<file path="src/rtl/regfile_mp_sb.sv">
// Multi-port integer register file with an integrated issue scoreboard.
// NRD combinational read ports with optional same-cycle write bypass, NWR
// write ports (highest port index wins on address collisions), and one busy
// bit per register that issue sets and writeback clears.
module regfile_mp_sb #(
   parameter int XLEN     = 32,
   parameter int NREGS    = 32,
   parameter int NRD      = 2,
   parameter int NWR      = 2,
   parameter int ZERO_REG = 1,
   parameter int BYPASS   = 1,
   localparam int AW      = $clog2(NREGS)
) (
   input  logic                clk,
   input  logic                reset,
   input  logic [NRD*AW-1:0]   rd_addr,
   output logic [NRD*XLEN-1:0] rd_data,
   output logic [NRD-1:0]      rd_busy,
   input  logic [NWR-1:0]      wr_en,
   input  logic [NWR*AW-1:0]   wr_addr,
   input  logic [NWR*XLEN-1:0] wr_data,
   input  logic [NWR-1:0]      sb_set_en,
   input  logic [NWR*AW-1:0]   sb_set_addr,
   output logic [NREGS-1:0]    busy_vec
);

   // Elaboration-time parameter sanity checks
   if (NREGS < 2 || (NREGS & (NREGS - 1)) != 0) begin : g_bad_nregs
      $error("regfile_mp_sb: NREGS must be a power of two >= 2");
   end
   if (NRD < 1 || NWR < 1) begin : g_bad_ports
      $error("regfile_mp_sb: NRD and NWR must be >= 1");
   end
   if (XLEN < 1) begin : g_bad_xlen
      $error("regfile_mp_sb: XLEN must be >= 1");
   end
   if ((ZERO_REG != 0 && ZERO_REG != 1) || (BYPASS != 0 && BYPASS != 1)) begin : g_bad_flags
      $error("regfile_mp_sb: ZERO_REG and BYPASS must be 0 or 1");
   end

   // Architectural state, one element per register (each driven once below)
   logic [XLEN-1:0] rf [NREGS];

   genvar gi;

   // Per-register storage and busy bit
   for (gi = 0; gi < NREGS; gi++) begin : g_reg
      if (ZERO_REG != 0 && gi == 0) begin : g_zero
         // x0 is hard-wired: never written, never busy
         assign rf[gi]       = '0;
         assign busy_vec[gi] = 1'b0;
      end else begin : g_live
         logic [XLEN-1:0] val_reg;
         logic [XLEN-1:0] val_next;
         logic            busy_reg;
         logic            busy_next;
         logic            set_hit;
         logic            clr_hit;

         // Next value: later write ports override earlier ones; a new issue
         // (set) outranks a writeback (clear) of an older producer
         always_comb begin
            val_next = val_reg;
            set_hit  = 1'b0;
            clr_hit  = 1'b0;
            for (int j = 0; j < NWR; j++) begin
               if (wr_en[j] && wr_addr[j*AW +: AW] == AW'(gi)) begin
                  val_next = wr_data[j*XLEN +: XLEN];
                  clr_hit  = 1'b1;
               end
               if (sb_set_en[j] && sb_set_addr[j*AW +: AW] == AW'(gi)) begin
                  set_hit = 1'b1;
               end
            end
            busy_next = busy_reg;
            if (set_hit) begin
               busy_next = 1'b1;
            end else if (clr_hit) begin
               busy_next = 1'b0;
            end
         end

         // State update; reset clears immediately and drops that cycle's writes
         always_ff @(posedge clk or posedge reset) begin
            if (reset) begin
               val_reg  <= '0;
               busy_reg <= 1'b0;
            end else begin
               val_reg  <= val_next;
               busy_reg <= busy_next;
            end
         end

         assign rf[gi]       = val_reg;
         assign busy_vec[gi] = busy_reg;
      end
   end

   // Read ports
   for (gi = 0; gi < NRD; gi++) begin : g_rd
      logic [AW-1:0]   addr;
      logic [XLEN-1:0] data;
      logic            busy;
      logic            byp;

      assign addr = rd_addr[gi*AW +: AW];

      // Zero register first, then highest-index matching write, then storage;
      // bypass is suppressed under reset so outputs reflect the cleared state
      always_comb begin
         data = rf[addr];
         byp  = 1'b0;
         if (BYPASS != 0 && !reset) begin
            for (int j = 0; j < NWR; j++) begin
               if (wr_en[j] && wr_addr[j*AW +: AW] == addr) begin
                  data = wr_data[j*XLEN +: XLEN];
                  byp  = 1'b1;
               end
            end
         end
         busy = busy_vec[addr] & ~byp;
         if (ZERO_REG != 0 && addr == '0) begin
            data = '0;
            busy = 1'b0;
         end
      end

      assign rd_data[gi*XLEN +: XLEN] = data;
      assign rd_busy[gi]              = busy;
   end

endmodule

</file>
<file path="config.mk">
export PLATFORM = sky130hd
export DESIGN_NAME = regfile_mp_sb
export DESIGN_NICKNAME = d
export VERILOG_FILES = /design/src/rtl/regfile_mp_sb.sv
export SDC_FILE = /design/constraint.sdc
export NUM_CORES = 2
export LEC_CHECK = 0
export CAP_MARGIN = 10
export CELL_PAD_IN_SITES_DETAIL_PLACEMENT = 1
export CELL_PAD_IN_SITES_GLOBAL_PLACEMENT = 1
export CORE_ASPECT_RATIO = 1.25
export CORE_MARGIN = 5
export CORE_UTILIZATION = 45
export DETAILED_ROUTE_END_ITERATION = 10
export MAX_ROUTING_LAYER = met4
export PLACE_DENSITY_LB_ADDON = 0.1
export SLEW_MARGIN = 10
export SYNTH_ARGS = -nofsm -noshare
export SYNTH_HDL_FRONTEND = slang
export SYNTH_SLANG_ARGS = --single-unit
</file>
<file path="constraint.sdc">
create_clock -name clk -period 42.3 [get_ports clk]
set_clock_uncertainty 0.05 [all_clocks]
set_input_delay 8.46 -clock clk [delete_from_list [all_inputs] [get_ports clk]]
set_output_delay 8.46 -clock clk [all_outputs]
set_load 0.01 [all_outputs]
</file>
# After elaboration in Yosys (flattened, before gate mapping)
# Cells that the tools add are included.
# op_classes
mux	274
order_cmp	4
eq_ne	128
bitwise_logic	6
reduce_logical	192
# ops
cell	n
2-to-1 mux 32 bit	74
binary-select mux 32 bit (select 5 bit)	2
equality test 5 bit (second input constant)	64
2-to-1 mux 1 bit	196
equality test 5 x 4 -> 1 bit (second input constant)	32
logical AND 1 bit	128
nonzero test 2 bit	62
equality test 5 x 3 -> 1 bit (second input constant)	16
equality test 5 x 2 -> 1 bit (second input constant)	8
equality test 5 x 1 -> 1 bit (second input constant)	4
equality test 5 bit	4
greater-or-equal comparator 6 bit (second input constant)	2
less-than comparator 5 x 6 -> 1 bit (second input constant)	2
inverter 5 -> 6 bit	2
binary-select mux 1 bit (select 5 bit)	2
zero test 5 bit	2
bitwise AND 1 bit	2
inverter 1 bit	2
# word_totals
input_bits	100
out_inout_bits	98
word_cells	666
reg_bits	1023

# Longest topological paths before layout
# logic_depth
ltp_word	8
mapped_depth	9
depth_no_buf	5

# Least setup slack after synthesis
# Ideal clock, no wire load.
# synth_timing
kind	input port to output port
start	input port reset
end	output port rd_data[13]
arrival_ps	34707
path_buffers	2
cell_stages	6
required_time_ps	33790
setup_slack_ps	-917
cell_sequence	clkbuf_1 > inv_1 > nand3_1 > nand2_1 > buf_2 > o22ai_1
# synth_via
elab_chain_len	2
# synth_lines
element	line	text
start: declaration	15	input logic reset,
2-to-1 mux 32 bit	113	if (BYPASS != 0 && !reset) begin
2-to-1 mux 32 bit	122	if (ZERO_REG != 0 && addr == '0) begin
end: declaration	17	output logic [NRD*XLEN-1:0] rd_data,
# No other way between the ends.

# Worst setup path after layout
# layout_timing
start	input port rd_addr[1]
end	output port rd_data[28]
# layout_via
elab_chain_len	8
elab_cells_between_ends	13
classes_between	2 x eq/ne; 7 x mux; 1 x bitwise; 3 x reduce/logical
# layout_lines
element	line	text
start: declaration	16	input logic [NRD*AW-1:0] rd_addr,
inverter 5 -> 6 bit (implied by the code)	111	data = rf[addr];
binary-select mux 32 bit (select 5 bit)	111	
2-to-1 mux 32 bit (implied by the code) (2 in a row)	111	
2-to-1 mux 32 bit (2 in a row)	115	if (wr_en[j] && wr_addr[j*AW +: AW] == addr) begin
2-to-1 mux 32 bit	113	
2-to-1 mux 32 bit (*)	122	
# Mark *: on every way between the ends. The rest lies on a longest branch, timed or not. The select of a mux whose other input is x is not followed.

==> PnR_summary.wiki <==
{| class="wikitable"
! Metric !! Value
|-
| Power share of the combinational group || 27.0%
|-
| Outcome || complete, no violations
|-
| Worst endpoint required time || 33.79 ns
|-
| Capturing element type of the critical path || primary output
|-
| Top fanout value on the critical path || 59
|-
| Unrepaired setup endpoints after global routing || no
|-
| Cell variety after synth || 63
|-
| CTS Buffer Depth || 3
|-
| Most used DFF post-synth || sky130_fd_sc_hd__dfrtp_1
|-
| Startpoint-to-endpoint class of the critical path || input pin to primary output
|-
| Final count of pins violating max slew || 0
|-
| Final period demand of the worst path || 22.16 ns
|-
| Number of sinks driven by the clock tree || 1023
|-
| Congestion Overflow GR || 0
|-
| Synth Warn # || 0
|-
| Int Power || 2.33 mW
|-
| Maximum number of pins on one net before global-route repair || 169
|-
| GRT Overall Usage || 43.2%
|-
| Starting DRC count in detailed routing || 8110
|-
| DIE WIDTH || 354 um
|-
| Share of flip-flops with an asynchronous set or reset || 100%
|-
| Post-Syn Instances || 6662
|-
| List of most frequent post-synthesis cells || sky130_fd_sc_hd__mux2i_1 (1187), sky130_fd_sc_hd__dfrtp_1 (1023), sky130_fd_sc_hd__nor2_1 (730)
|-
| Proportion of layout cells with a drive suffix above 1 || 16.0%
|-
| Detailed-route via count || 59700
|-
| Finished Core Util || 49.9%
|-
| Headroom to the max-slew limit || 10.8%
|-
| Clock Power Share || 30.8%
|-
| H-tree Lvls || 3
|-
| Kind of start point of the critical path || input pin
|-
| Dominant cell by count in the synthesized netlist || sky130_fd_sc_hd__mux2i_1
|-
| Most frequent CP cell || sky130_fd_sc_hd__buf_4
|-
| DR DRC count || 0
|-
| Cells along the critical path || buf_8 > buf_4 > buf_4 > buf_4 > mux2_2 > a221oi_1 > nor3_1 > a211oi_1 > a211oi_1 > clkdlybuf4s50_1
|-
| Setup TNS || 0 ns
|-
| Number of buffers created by CTS || 116
|-
| Average wire length per cell after detail routing || 40.0 um
|-
| Vias per std cell || 7.14
|-
| Highest ir drop seen on vdd || 0.0358 mV
|-
| DIE HEIGHT || 440 um
|-
| Final hold viol count || 0
|-
| Number of I/O pins || 198
|-
| Starting density of the core || 45.4%
|-
| Worst skew pair latency || 0.77 ns
|-
| Synthesis-stage register bit count || 1023
|-
| Finished Layout Cells || 8358
|-
| Max_cap viols || 0
|-
| Number of global-route vias before repair || 60100
|-
| Number of nets produced by synthesis || 6762
|-
| First-pass GRT wire length || 468 mm
|-
| CTS root buffer || sky130_fd_sc_hd__clkbuf_16
|-
| Slowest cell delay on critical path || 0.99 ns
|-
| Number of cells after detailed placement || 8118
|-
| Growth of design area from synthesis to finish || 10.0%
|-
| Psw || 1.17 mW
|-
| Final weighted congestion of routability-driven global placement || 0.928
|-
| Flip-flop count of the largest register after layout || 992
|-
| TritonCTS clock tree || built
|-
| First-pass DRT Iterations || 7
|-
| Arrival @ worst endpoint || 13.65 ns
|-
| Summed instance area of the synthesized netlist || 66600 um^2
|-
| Proportion of netlist area held by the largest area contributor || 38.4%
|-
| Std cell rows || 157
|-
| Hold Crit Class || flip-flop to flip-flop
|-
| Initial antenna violation count || 21
|-
| Setup violators final || 0
|-
| Die ar. || 156000 um^2
|-
| Reported leakage power || 30.7 nW
|-
| Fraction of power spent switching nets || 33.4%
|-
| Area contributors post-synth || sky130_fd_sc_hd__dfrtp_1 (38%), sky130_fd_sc_hd__mux2i_1 (18%), sky130_fd_sc_hd__mux4_2 (11%), sky130_fd_sc_hd__a21oi_1 (4.3%), sky130_fd_sc_hd__nor2_1 (4.1%)
|-
| PortBufs || 196
|-
| Number of nets with antenna violations after detailed routing || 0
|-
| Placeable core area || 147000 um^2
|-
| Fraction of the cycle the final worst path needs || 52.4%
|-
| Count of flip-flops with a built-in enable after synthesis || 0
|-
| Sequential element share of the synthesized area || 38.4%
|-
| Measured slew at the worst slew-check pin || 1.33 ns
|-
| Cts hold-fix bufs || 0
|-
| Max Clk Rate || 45.1 MHz
|-
| Detailed placer's ending HPWL || 196 mm
|-
| Seq pwr share || 42.2%
|-
| Setup Buffers After CTS || 0
|-
| PostCTS Resize Cnt || 0
|-
| Post-synth top area cell || sky130_fd_sc_hd__dfrtp_1
|-
| Cell at the slowest stage of the critical path || sky130_fd_sc_hd__a211oi_1
|-
| Per-instance average area after synthesis || 10.0 um^2
|-
| Routed wire length || 334 mm
|-
| Number of nets at the end of the flow || 6429
|-
| Pwr dens || 47.8 nW/um^2
|-
| Clock transition at path regs || 0.06 ns
|}
-- cell type report --
type	count	area, um^2
Sequential cell	1023	25600
Tap cell	1908	2390
Fill cell	15800	73500
Clock inverter	31	435
Timing Repair Buffer	413	3660
Antenna cell	27	67.6
Multi-Input combinational cell	4767	37600
Inverter	8	33.8
Clock buffer	181	3500
-- power by group through the flow --
stage	registers [mW]	logic [mW]	clock network (mW)
2_1_floorplan	1.39	0.676	0
3_3_place_gp	1.46	0.896	0
3_5_place_dp	1.48	0.928	0
4_1_cts	1.47	0.931	1.09
5_1_grt	1.50	1.01	1.12
6_report	1.48	0.944	1.08
-- critical path, delay by kind of cell --
| family | cells | cell delay [ns] |
|---|---|---|
| AOI/OAI and AO/OA | 3 | 1.19 |
| and+or+nand+nor | 1 | 0.35 |
| muxes | 1 | 0.29 |
| buffers and inverters | 5 | 3.21 |
-- final timing paths --
kind / startpoint / endpoint / slack (ns) / cells past startpoint
worst max-delay path: rd_addr[1] / rd_data[28] / 20.14 / 10
worst min-delay path: g_reg[3].g_live.val_reg[19] / g_reg[3].g_live.val_reg[19] / 0.51 / 2
worst max register to register: g_reg[24].g_live.busy_reg / g_reg[24].g_live.busy_reg / 41.03 / 2
worst min register to register: g_reg[3].g_live.val_reg[19] / g_reg[3].g_live.val_reg[19] / 0.51 / 2
max in group asynchronous: reset / g_reg[21].g_live.val_reg[20] / 30.29 / 7
min in group asynchronous: reset / g_reg[1].g_live.val_reg[30] / 8.41 / 4
-- cell families after synthesis --
group / share of synthesized area [%]
muxes: 32.4
AOI/OAI and AO/OA: 13.8
and+or+nand+nor: 9.29
DFF: 38.4
buffers and inverters: 5.88
xor gates and xnor gates: 0.263
other: 0.00563
-- per-layer routing --
| layer | up-vias | track usage [%] | share of wire (%) |
|---|---|---|---|
| li1 | 23600 | - | - |
| met1 | 30800 | 53.6 | 37 |
| met2 | 3938 | 61.7 | 43 |
| met3 | 1298 | 11.7 | 11 |
| met4 | 0 | 29.1 | 8.3 |
| met5 | - | - | 0 |
-- layout by cell type (no fill, tap or decap), drive strengths merged, types with 34 or more instances in the layout --
master,count
mux2i,1187
dfrtp,1023
nor2,736
a21oi,570
nand2,547
o21ai,488
mux4,336
buf,228
mux2,186
clkdlybuf4s50,185
clkbuf,181
a221oi,93
o221ai,88
o22ai,76
a22oi,60
a211oi,47
o31ai,34
-- through the flow --
step / cell area (um^2) / setup slack, ns / power, mW / hold slack (ns)
2_1_floorplan: 66600 / 6.88 / 2.07 / 0.434
3_3_place_gp: 69200 / 20.49 / 2.36 / 0.472
3_5_place_dp: 69300 / 20.49 / 2.41 / 0.487
4_1_cts: 73200 / 20.50 / 3.48 / 0.504
5_1_grt: 73200 / 20.17 / 3.63 / 0.534
6_report: 73300 / 20.14 / 3.50 / 0.508
Power figures use the tool's default switching activity.
